==> config.mk <==
export PLATFORM = sky130hd
export DESIGN_NAME = btn_debounce
export DESIGN_NICKNAME = d
export VERILOG_FILES = /design/src/rtl/btn_pkg.sv /design/src/rtl/btn_debounce_ch.sv /design/src/rtl/btn_debounce.sv
export SDC_FILE = /design/constraint.sdc
export NUM_CORES = 1
export LEC_CHECK = 0
export CAP_MARGIN = 30
export CORE_ASPECT_RATIO = 2
export CORE_UTILIZATION = 57
export DETAILED_ROUTE_END_ITERATION = 8
export DONT_BUFFER_PORTS = 1
export GPL_TIMING_DRIVEN = 0
export PLACE_DENSITY = 0.75
export SLEW_MARGIN = 0
export SYNTH_ARGS = -nofsm -noshare
export SYNTH_HDL_FRONTEND = slang
export SYNTH_SLANG_ARGS = --single-unit
export TNS_END_PERCENT = 30
==> constraint.sdc <==
create_clock -name clk -period 1.75 [get_ports clk]
set_input_delay 0.525 -clock clk [delete_from_list [all_inputs] [get_ports clk]]
set_output_delay 0.525 -clock clk [all_outputs]
set_load 0.005 [all_outputs]
==> src/rtl/btn_pkg.sv <==
// Shared constants for the push-button status word: field offsets, reset value and a packing helper.
// Pure package with no latency, flow control or state.
package btn_pkg;

   localparam int          NBTN_MAX   = 8;
   localparam int          LVL_LSB    = 0;
   localparam int          PRESS_LSB  = 8;
   localparam int          REL_LSB    = 16;
   localparam logic [31:0] STATUS_RST = 32'h0;

   function automatic logic [31:0] pack_status(input logic [NBTN_MAX-1:0] lvl,
                                               input logic [NBTN_MAX-1:0] press_flg,
                                               input logic [NBTN_MAX-1:0] rel_flg);
      logic [31:0] w;
      w = STATUS_RST;
      w[LVL_LSB   +: NBTN_MAX] = lvl;
      w[PRESS_LSB +: NBTN_MAX] = press_flg;
      w[REL_LSB   +: NBTN_MAX] = rel_flg;
      return w;
   endfunction

endpackage

==> src/rtl/btn_debounce_ch.sv <==
// One button channel: 2-FF synchronizer, stability counter and debounced level.
// rise/fall are combinational acceptance strobes valid in the cycle before lvl flips; no backpressure.
module btn_debounce_ch #(
   parameter int DEBOUNCE_CYCLES = 500000
) (
   input  logic clk,
   input  logic rst,
   input  logic btn,
   output logic lvl,
   output logic rise,
   output logic fall
);

   localparam int              CW      = $clog2(DEBOUNCE_CYCLES);
   localparam logic [CW-1:0]   CNT_MAX = CW'(DEBOUNCE_CYCLES - 1);

   logic          s1;
   logic          s2;
   logic [CW-1:0] cnt;
   logic          accept;

   always_comb begin
      accept = (s2 != lvl) && (cnt == CNT_MAX);
      rise   = accept & s2;
      fall   = accept & ~s2;
   end

   always_ff @(posedge clk or negedge rst) begin
      if (!rst) begin
         s1  <= 1'b0;
         s2  <= 1'b0;
         cnt <= '0;
         lvl <= 1'b0;
      end else begin
         s1 <= btn;
         s2 <= s1;
         // Any sample matching the current level restarts the stability window.
         if (s2 == lvl) begin
            cnt <= '0;
         end else if (accept) begin
            lvl <= s2;
            cnt <= '0;
         end else begin
            cnt <= cnt + 1'b1;
         end
      end
   end

endmodule

==> src/rtl/btn_debounce.sv <==
// Debounces NBTN buttons into a sticky press/release status word plus one-cycle press pulses.
// Latency DEBOUNCE_CYCLES+2 edges from raw edge to wdata/press; no backpressure, clr always accepted.
module btn_debounce
   import btn_pkg::*;
#(
   parameter int NBTN            = 5,
   parameter int DEBOUNCE_CYCLES = 500000
) (
   input  logic            clk,
   input  logic            rst,
   input  logic [NBTN-1:0] btn,
   input  logic            clr,
   input  logic [NBTN-1:0] clr_mask,
   output logic [31:0]     wdata,
   output logic [NBTN-1:0] press
);

   logic [NBTN-1:0] lvl;
   logic [NBTN-1:0] rise;
   logic [NBTN-1:0] fall;
   logic [NBTN-1:0] lvl_nxt;
   logic [NBTN-1:0] clr_sel;
   logic [NBTN-1:0] press_flg;
   logic [NBTN-1:0] rel_flg;
   logic [NBTN-1:0] press_flg_nxt;
   logic [NBTN-1:0] rel_flg_nxt;

   for (genvar i = 0; i < NBTN; i++) begin : g_ch
      btn_debounce_ch #(
         .DEBOUNCE_CYCLES(DEBOUNCE_CYCLES)
      ) u_ch (
         .clk  (clk),
         .rst  (rst),
         .btn  (btn[i]),
         .lvl  (lvl[i]),
         .rise (rise[i]),
         .fall (fall[i])
      );
   end

   // Set is OR-ed in after the clear so an event landing with a clear is never lost.
   always_comb begin
      clr_sel       = clr ? clr_mask : '0;
      lvl_nxt       = (lvl | rise) & ~fall;
      press_flg_nxt = (press_flg & ~clr_sel) | rise;
      rel_flg_nxt   = (rel_flg & ~clr_sel) | fall;
   end

   always_ff @(posedge clk or negedge rst) begin
      if (!rst) begin
         press_flg <= '0;
         rel_flg   <= '0;
         press     <= '0;
         wdata     <= STATUS_RST;
      end else begin
         press_flg <= press_flg_nxt;
         rel_flg   <= rel_flg_nxt;
         press     <= rise;
         wdata     <= pack_status(NBTN_MAX'(lvl_nxt), NBTN_MAX'(press_flg_nxt),
                                  NBTN_MAX'(rel_flg_nxt));
      end
   end

endmodule

==> metrics.cfg, run 1 <==
[power]
power_density_mw_per_mm2 = 925.6
power_frac_comb_pct = 3.4
ir_drop_uv = 746.1
p_total_uw = 7104
swShare_pct = 20.76
switchingPower_uw = 1475
internal_power_uw = 5629
pwr-share-clk_pct = 52.9
power_frac_seq_pct = 43.6
p_leak_uw = 0.003171

[sta]
rsz0062_at_grt = true
slew_violations = 0
fmax_mhz = 571.6
post-route-period-util_pct = 99.97
fin_skew_ns = 0.007103
hold_viol_final = 130
finalSetupViolCount = 0
tns_ns = 0
holdWs_ns = -0.2048
fin_crit_ns = 1.749

[worst_setup_path]
cp-end-kind = flip-flop
cp_data_required_time_ns = 2.08
cp.arrival_ns = 2.08
cp-start-kind = flip-flop
cp_max_fo = 4
worstSetupPathType = flip-flop to flip-flop

[placement]
placed_area_mm2 = 0.006491
dp_hpwl_um = 8786
gp_congestion = 0.8789
io_buffers = 0

[run_status]
outcome = complete, but fails checks
violations = hold timing

[global_routing]
grt_antenna_before_repair = 0
grt_pass1_wl_um = 22890
grt_use_total_pct = 25.36
grt_pass1_vias = 4926
grt-ovfl-total = 0
grt_max_degree = 131

[logic_synthesis]
netlist_instances = 623
syn_area_per_cell_um2 = 10.04
synth_edf_count = 0
synth_ff_type = dfrtp_1
async_flop_share_pct = 100.0
yosysUniqueCellTypes = 43
synth_warnings = 0
synth_seq_area_share_pct = 52.01
syn_area_mm2 = 0.006255
synth-seq-cells = 130

[detailed_routing]
met1_length_um = 5164
drc = 0
detail-route-antenna-nets = 0
routed_wl_um = 13900
via_per_inst = 5.915
post_drt_wl_per_cell_um = 16.63
via_count = 4945
drt_iter0_markers = 317
dr.pass1.iters = 5
top_layer = met4
dr_wl_met3_um = 543
wl_met2_um = 7715

[cts]
cts_buffers = 17
cts_tree = done
cts.sinks = 130
cts-root-buf = clkbuf_16
clk_pin_slew_ns = 0.06
clock_latency_ns = 0.42
htree_levels = 4
clk_path_buf_depth = 2

[floorplan]
fp.dieW_um = 76.07
die-area_mm2 = 0.01142
rows = 53
initial_core_util_pct = 58.95
io_pins = 50
die_y_um = 150.1
core_region_area_mm2 = 0.01061

[final_layout]
fin_nets = 704
drive_above_1_share_pct = 24.46
area_growth_syn_to_layout_pct = 22.70
antenna-diode-count = 0
fin_area_mm2 = 0.007675

[job]
maxCapViolations = 0

[hold_path]
hp-class = input port to async pin

cell usage in the layout, fill, tap and decap left out, drive strengths merged, types with 15 or more instances in the layout:
| cell | n |
|---|---|
| xnor2 | 62 |
| clkbuf | 21 |
| dfrtp | 130 |
| a21oi | 15 |
| nand4 | 37 |
| nor4 | 24 |
| nand2 | 50 |
| nor2 | 92 |
| nor3 | 25 |
| nand3 | 34 |
| buf | 57 |
| conb | 17 |
| o21ai | 19 |
synthesized netlist by cell type (10+ instances only):
cell type  count  share of area, %
buf_4         17               2.0
nand2_1       50               3.0
inv_1         11              0.66
o21ai_0       14               1.1
xnor2_1       62               8.7
xor2_1        12               1.7
dfrtp_1      130                52
mux2_2        10               1.8
nor4_1        24               2.4
nor2_1        92               5.5
nand2b_1      10               1.0
nand4_1       33               3.3
nand3_1       34               2.7
and3_1        14               1.4
a21oi_1       15               1.2
nor3_1        25               2.0
metal layers:
layer | up-vias | global-route usage, %
met5 | - | 0
met4 | 0 | 13.27
met3 | 50 | 5.394
met2 | 160 | 47.09
met1 | 2451 | 26.70
li1 | 2284 | -
power by group through the flow:
stage          combinational [µW]  clock (µW)  sequential (µW)
2_1_floorplan                 125           0             3130
3_3_place_gp                  148           0             3140
3_5_place_dp                  153           0             3140
4_1_cts                       181        3800             3100
5_1_grt                       266        3940             3100
6_report                      243        3760             3100
cell families (layout without fill, tap and decap cells):
group / count (synthesis) / after routing / share of synthesized area, %
AND/OR/NAND/NOR: 321 / 321 / 27.41
buffers and inverters: 42 / 102 / 3.741
adder cells (fa/ha/maj): 5 / 5 / 1.000
flip-flops: 130 / 130 / 52.01
other: 1 / 17 / 0.05995
XOR/XNOR: 74 / 74 / 10.36
multiplexers: 11 / 11 / 1.960
AO/OA/AOI/OAI: 39 / 39 / 3.461
registers in the layout, summed over array words and instances (netlist names):
register / cells
g_ch.u_ch.s1: 5
g_ch.u_ch.s2: 5
g_ch.u_ch.cnt: 95
rel_flg: 4
wdata: 7
press_flg: 4
press: 5
g_ch.u_ch.lvl: 5
through the flow:
stage	util, %	setup WS [ns]	cells
2_1_floorplan	-	-0.01024	639
3_3_place_gp	61.18	-0.2879	776
3_5_place_dp	61.18	-0.3252	776
4_1_cts	69.43	-0.06482	816
5_1_grt	72.33	-0.06885	836
6_report	72.33	0.0005762	836
worst paths after layout:
path,startpoint,end,slack (ns),cells past startpoint
min in group clk,btn[3],g_ch[3].u_ch.s1$_DFF_PN0_,0.13,0
setup reg to reg,g_ch[2].u_ch.cnt[1]$_DFF_PN0_,rel_flg[2]$_DFF_PN0_,0.0006,6
max in group asynchronous,rst,g_ch[0].u_ch.cnt[6]$_DFF_PN0_,1.68,0
hold reg to reg,g_ch[2].u_ch.s1$_DFF_PN0_,g_ch[2].u_ch.s2$_DFF_PN0_,0.35,0
hold / removal,rst,g_ch[1].u_ch.cnt[9]$_DFF_PN0_,-0.20,0
setup / recovery,g_ch[2].u_ch.cnt[1]$_DFF_PN0_,rel_flg[2]$_DFF_PN0_,0.0006,6
layout make-up:
type / count / area (µm²)
Timing Repair Buffer: 31 / 232.7
Clock buffer: 19 / 452.9
Clock inverter: 13 / 183.9
Tap cell: 137 / 171.4
Inverter: 11 / 41.29
Sequential cell: 130 / 3282
Multi-Input combinational cell: 467 / 3107
Buffer: 28 / 203.9
Fill cell: 721 / 2935
critical path, cell delays in order (launching register included):
cell and delay (ns):
dfrtp_1 0.42, ha_4 0.18, and4_4 0.25, and3_1 0.19
nand4_1 0.23, buf_4 0.23, o21ai_0 0.17
repair_timing:
| item | in CTS | in global routing |
|---|---|---|
| buffers inserted | 9 | 22 |
| endpoints found under the setup margin | 96 | 66 |
| gates resized for setup | 45 | 36 |
| pin swaps | 8 | 12 |
| hold endpoints to repair | 130 | 130 |
Power figures use the tool's default switching activity.
==> run 2: changes to the inputs <==
CORE_UTILIZATION = 30   (was 57)
PLACE_DENSITY = not set   (was 0.75)
==> run 2 against run 1 <==
Compared with the run above: the flow finishes with violations (hold timing, setup timing); fmax decreased by 0.47%; cell count increased by 15%; global-route usage decreased by 12 points; clock-buffer cell count increased by 1; largest power group unchanged.
==> metrics.cfg, run 2 (synthesis results as in run 1) <==
[final_layout]
fin_nets = 699
final_cell_mix = dfrtp_1, nor2_1, xnor2_1, nand2_1, buf_4
area_growth_syn_to_layout_pct = 23.98
top_regs = g_ch.u_ch.cnt x95, wdata x7
antenna-diode-count = 0
drive_above_1_share_pct = 23.78
final_cells = 960
final_common_cell = dfrtp_1
regMostFlops = g_ch.u_ch.cnt
largest_register_ffs = 95

[worst_setup_path]
cp.arrival_ns = 2.06
cp_data_required_time_ns = 2.05
worst-r2r-setup-slack_ns = -0.008
r2r-end = wdata[2]$_DFF_PN0_
cp-start-kind = flip-flop
cp-end-kind = flip-flop
r2r-start = g_ch[2].u_ch.cnt[0]$_DFF_PN0_
cp_max_fo = 6
worstSetupPathType = flip-flop to flip-flop
r2r_cells = 5

[placement]
io_buffers = 0
dp_hpwl_um = 9169
gp_congestion = 0.8016
post-place-ws_ns = -0.4335
dp.cells = 905

[job]
maxCapViolations = 0

[run_status]
violations = hold timing, setup timing
outcome = complete, but fails checks

[detailed_routing]
detail-route-antenna-nets = 0
via_count = 4761
post_drt_wl_per_cell_um = 14.46
drt_iter0_markers = 225
routed_wl_um = 13880
drc = 0
dr.pass1.iters = 4
via_per_inst = 4.959

[global_routing]
grt_pass1_vias = 4856
grt_pass1_wl_um = 23250
grt_max_degree = 131
grt-ovfl-total = 0
grt_antenna_before_repair = 0
grt_use_total_pct = 13.67

[sta]
finalSetupViolCount = 2
holdWs_ns = -0.2093
post-route-period-util_pct = 100.4
rsz0062_at_grt = true
fin_crit_ns = 1.758
fin_skew_ns = 0.009751
setup_slack_ns = -0.007712
fmax_mhz = 568.9
slew_violations = 0
hold_viol_final = 130

[power]
p_leak_uw = 0.003109
power_density_mw_per_mm2 = 886.2
ir_drop_uv = 572.1

[cts]
cts-root-buf = clkbuf_16
clock_latency_ns = 0.42
clk_path_buf_depth = 2
clk_pin_slew_ns = 0.06
htree_levels = 4
cts_buffers = 17
cts_tree = done
cts.sinks = 130

[floorplan]
die-area_mm2 = 0.02147
core_region_area_mm2 = 0.02046
rows = 74
die_y_um = 206.2
io_pins = 50
fp.dieW_um = 104.1
initial_core_util_pct = 30.57

[hold_path]
hp-class = input port to async pin

[run 2: through the flow]
step | util (%) | cell area, µm² | TNS (ns) | power (µW)
after floorplan | - | 6320 | -0.02047 | 3257
after global placement | 32.51 | 6653 | -21.33 | 3298
after detailed placement | 32.51 | 6653 | -22.91 | 3300
after CTS | 36.83 | 7536 | -0.1082 | 6921
after global routing | 37.90 | 7755 | -0.4779 | 7104
final | 37.90 | 7755 | -0.008927 | 6872
[run 2: what timing repair did]
action                     CTS  global route
buffers inserted            13            14
hold endpoints to repair   130           130
pin swaps                   12            12
gates resized for setup     52            30
setup endpoints to repair  107            54
[run 2: worst max-delay path by stage]
stage / slack [ns] / from / end
after floorplan: -0.01 / g_ch[4].u_ch.cnt[0]$_DFF_PN0_ / g_ch[4].u_ch.lvl$_DFFE_PN0P_
after global placement: -0.43 / g_ch[0].u_ch.cnt[0]$_DFF_PN0_ / g_ch[0].u_ch.cnt[11]$_DFF_PN0_
after detailed placement: -0.43 / g_ch[0].u_ch.cnt[0]$_DFF_PN0_ / g_ch[0].u_ch.cnt[12]$_DFF_PN0_
after CTS: -0.05 / g_ch[0].u_ch.cnt[0]$_DFF_PN0_ / wdata[0]$_DFF_PN0_
after global routing: -0.09 / g_ch[2].u_ch.cnt[0]$_DFF_PN0_ / wdata[2]$_DFF_PN0_
final: -0.008 / g_ch[2].u_ch.cnt[0]$_DFF_PN0_ / wdata[2]$_DFF_PN0_
[run 2: final cells by class]
class | count | area, µm²
multi-input combinational | 467 | 3100
buffer | 27 | 201.4
fill | 2009 | 12710
timing repair buffer | 27 | 206.4
tap | 266 | 332.8
sequential | 130 | 3284
clock inverter | 12 | 131.4
inverter | 11 | 41.29
clock buffer | 20 | 456.7
[run 2: worst max-delay path, cell delays in order (launching register included)]
cell and delay (ns):
dfrtp_2 0.46, ha_4 0.20, and4_1 0.22, and3_1 0.20
nand4_1 0.20, mux2_2 0.37
[run 2: power by group]
group / total [µW] / internal (µW) / switching (µW)
clock: 3550 / 2170 / 1380
sequential: 3100 / 3050 / 50.6
combinational: 225 / 113 / 112
[run 2: layer usage]
metal	routed length [µm]	track usage (%)	share of wire, %
met1	5426	14.54	39
met4	366	6.888	2.6
met2	7607	25.48	55
met3	481	2.649	3.5
met5	0	0	0
==> run 3: changes to the inputs <==
CORE_ASPECT_RATIO = not set   (was 2)
==> run 3 against run 2 <==
Compared with the run above: the run ends with hold timing left; first-iteration DRC count is 11% higher; total power is 2.5% lower; flip-flop and latch count stayed put; sequential share of layout area hardly changed; non-clock buffer count is 3 higher; critical endpoint is now g_ch[1].u_ch.cnt[8]$_DFF_PN0_.
==> metrics.cfg, run 3 (synthesis results as in run 1) <==
[cts]
cts_buffers = 17
cts.sinks = 130
clk_path_buf_depth = 2
cts-root-buf = clkbuf_16
clk_pin_slew_ns = 0.06
htree_levels = 4
clock_latency_ns = 0.43
cts_tree = done

[power]
p_leak_uw = 0.003123
power_density_mw_per_mm2 = 864.1
ir_drop_uv = 734.8

[sta]
post-route-period-util_pct = 98.34
tns_ns = 0
rsz0062_at_grt = true
fin_skew_ns = 0.009545
finalSetupViolCount = 0
setup_slack_ns = 0.02907
fmax_mhz = 581.1
slew_violations = 0
fin_crit_ns = 1.721
hold_viol_final = 130
holdWs_ns = -0.2036

[floorplan]
core_region_area_mm2 = 0.02036
initial_core_util_pct = 30.71
rows = 52
die-area_mm2 = 0.02143
die_y_um = 146.4
io_pins = 50
fp.dieW_um = 146.4

[worst_setup_path]
cp_max_fo = 10
worst-r2r-setup-slack_ns = 0.03
crit_family = simple AND/OR/NAND/NOR gates
cp-end-kind = flip-flop
path_cells = buf_4, nor4_2, nand4_1, o21ai_4, buf_6, nor2_1
max_stage_delay_ns = 0.40
cp_data_required_time_ns = 2.06
r2r-end = g_ch[1].u_ch.cnt[8]$_DFF_PN0_
cp-start-kind = flip-flop
cp.arrival_ns = 2.03
slowest_stage = dfrtp_1
r2r_cells = 6
crit_buf_inv = 2
r2r-start = g_ch[1].u_ch.cnt[10]$_DFF_PN0_
worstSetupPathType = flip-flop to flip-flop

[final_layout]
final_cell_mix = dfrtp_1, nor2_1, xnor2_1, buf_4, nand2_1
utilization_pct = 38.06
area_growth_syn_to_layout_pct = 23.92
regMostFlops = g_ch.u_ch.cnt
top_regs = g_ch.u_ch.cnt x95, wdata x7
final_common_cell = dfrtp_1
largest_register_ffs = 95
drive_above_1_share_pct = 23.39
fin_nets = 702
fill_cells = 1973

[detailed_routing]
post_drt_wl_per_cell_um = 13.65
drt_iter0_markers = 249
via_count = 4638
routed_wl_um = 13210
drc = 0
detail-route-antenna-nets = 0
via_per_inst = 4.791
dr.pass1.iters = 4

[global_routing]
grt_pass1_vias = 4428
grt_max_degree = 131
grt_use_total_pct = 12.71
grt_pass1_wl_um = 21330
grt-ovfl-total = 0
grt_antenna_before_repair = 3

[placement]
dp_hpwl_um = 8244
io_buffers = 0
post-place-ws_ns = -0.3837
gp_congestion = 0.7955

[job]
maxCapViolations = 0

[run_status]
violations = hold timing
outcome = complete, but fails checks

[hold_path]
hp-class = input port to async pin

[run 3: cell count changes in the layout (fill, tap and decap cells not counted), sizes merged]
cell,before,now
clkinv,5,7
diode,0,1
clkinvlp,4,1
inv,12,11
bufinv,2,1
buf,53,56
clkbuf,21,24
[run 3: report_power, final]
group          internal, µW  total [µW]  switching, µW
logic                   109         216            107
clock network          2090        3380           1290
registers              3050        3100           51.9
total                  5250        6700           1450
[run 3: layout make-up]
class	count	area, µm²	area share (%)
Tap cell	270	337.8	4.358
Multi-Input combinational cell	467	3080	39.74
Sequential cell	130	3283	42.36
Inverter	11	41.29	0.5327
Clock buffer	23	488.0	6.295
Buffer	27	209.0	2.696
Antenna cell	1	2.502	0.03228
Clock inverter	9	80.08	1.033
Timing Repair Buffer	30	229.0	2.954
[run 3: timing repair]
item | 4_1_cts | 5_1_grt
setup endpoints to repair | 101 | 64
endpoints found under the hold margin | 130 | 130
pin swaps | 12 | 7
resized for setup | 43 | 37
setup buffers | 10 | 20
[run 3: stage by stage]
step,cells,hold slack [ns],total power [µW],cell area (µm²)
6_report,968,-0.2036,6698,7751
5_1_grt,967,-0.2347,6951,7749
4_1_cts,950,-0.2303,6749,7473
3_5_place_dp,909,0.2318,3299,6658
3_3_place_gp,909,0.2329,3298,6658
2_1_floorplan,639,0.2294,3257,6320
[run 3: how the worst max path moves through the flow]
stage / cells past startpoint / endpoint / startpoint
detailed placement: 5 / g_ch[2].u_ch.cnt[11]$_DFF_PN0_ / g_ch[2].u_ch.cnt[11]$_DFF_PN0_
CTS: 4 / g_ch[1].u_ch.cnt[17]$_DFF_PN0_ / g_ch[1].u_ch.cnt[9]$_DFF_PN0_
global placement: 5 / g_ch[0].u_ch.cnt[8]$_DFF_PN0_ / g_ch[0].u_ch.cnt[11]$_DFF_PN0_
finish: 6 / g_ch[1].u_ch.cnt[8]$_DFF_PN0_ / g_ch[1].u_ch.cnt[10]$_DFF_PN0_
global route: 6 / g_ch[1].u_ch.cnt[11]$_DFF_PN0_ / g_ch[1].u_ch.cnt[10]$_DFF_PN0_
floorplan: 6 / g_ch[4].u_ch.lvl$_DFFE_PN0P_ / g_ch[4].u_ch.cnt[0]$_DFF_PN0_
[run 3: metal layers]
layer / routed length, µm / global-route usage, % / vias to the layer above
li1: - / - / 2277
met1: 6160 / 16.25 / 2239
met2: 6088 / 19.10 / 95
met3: 659 / 5.250 / 23
met4: 273 / 4.792 / 4
met5: 27 / 0 / -
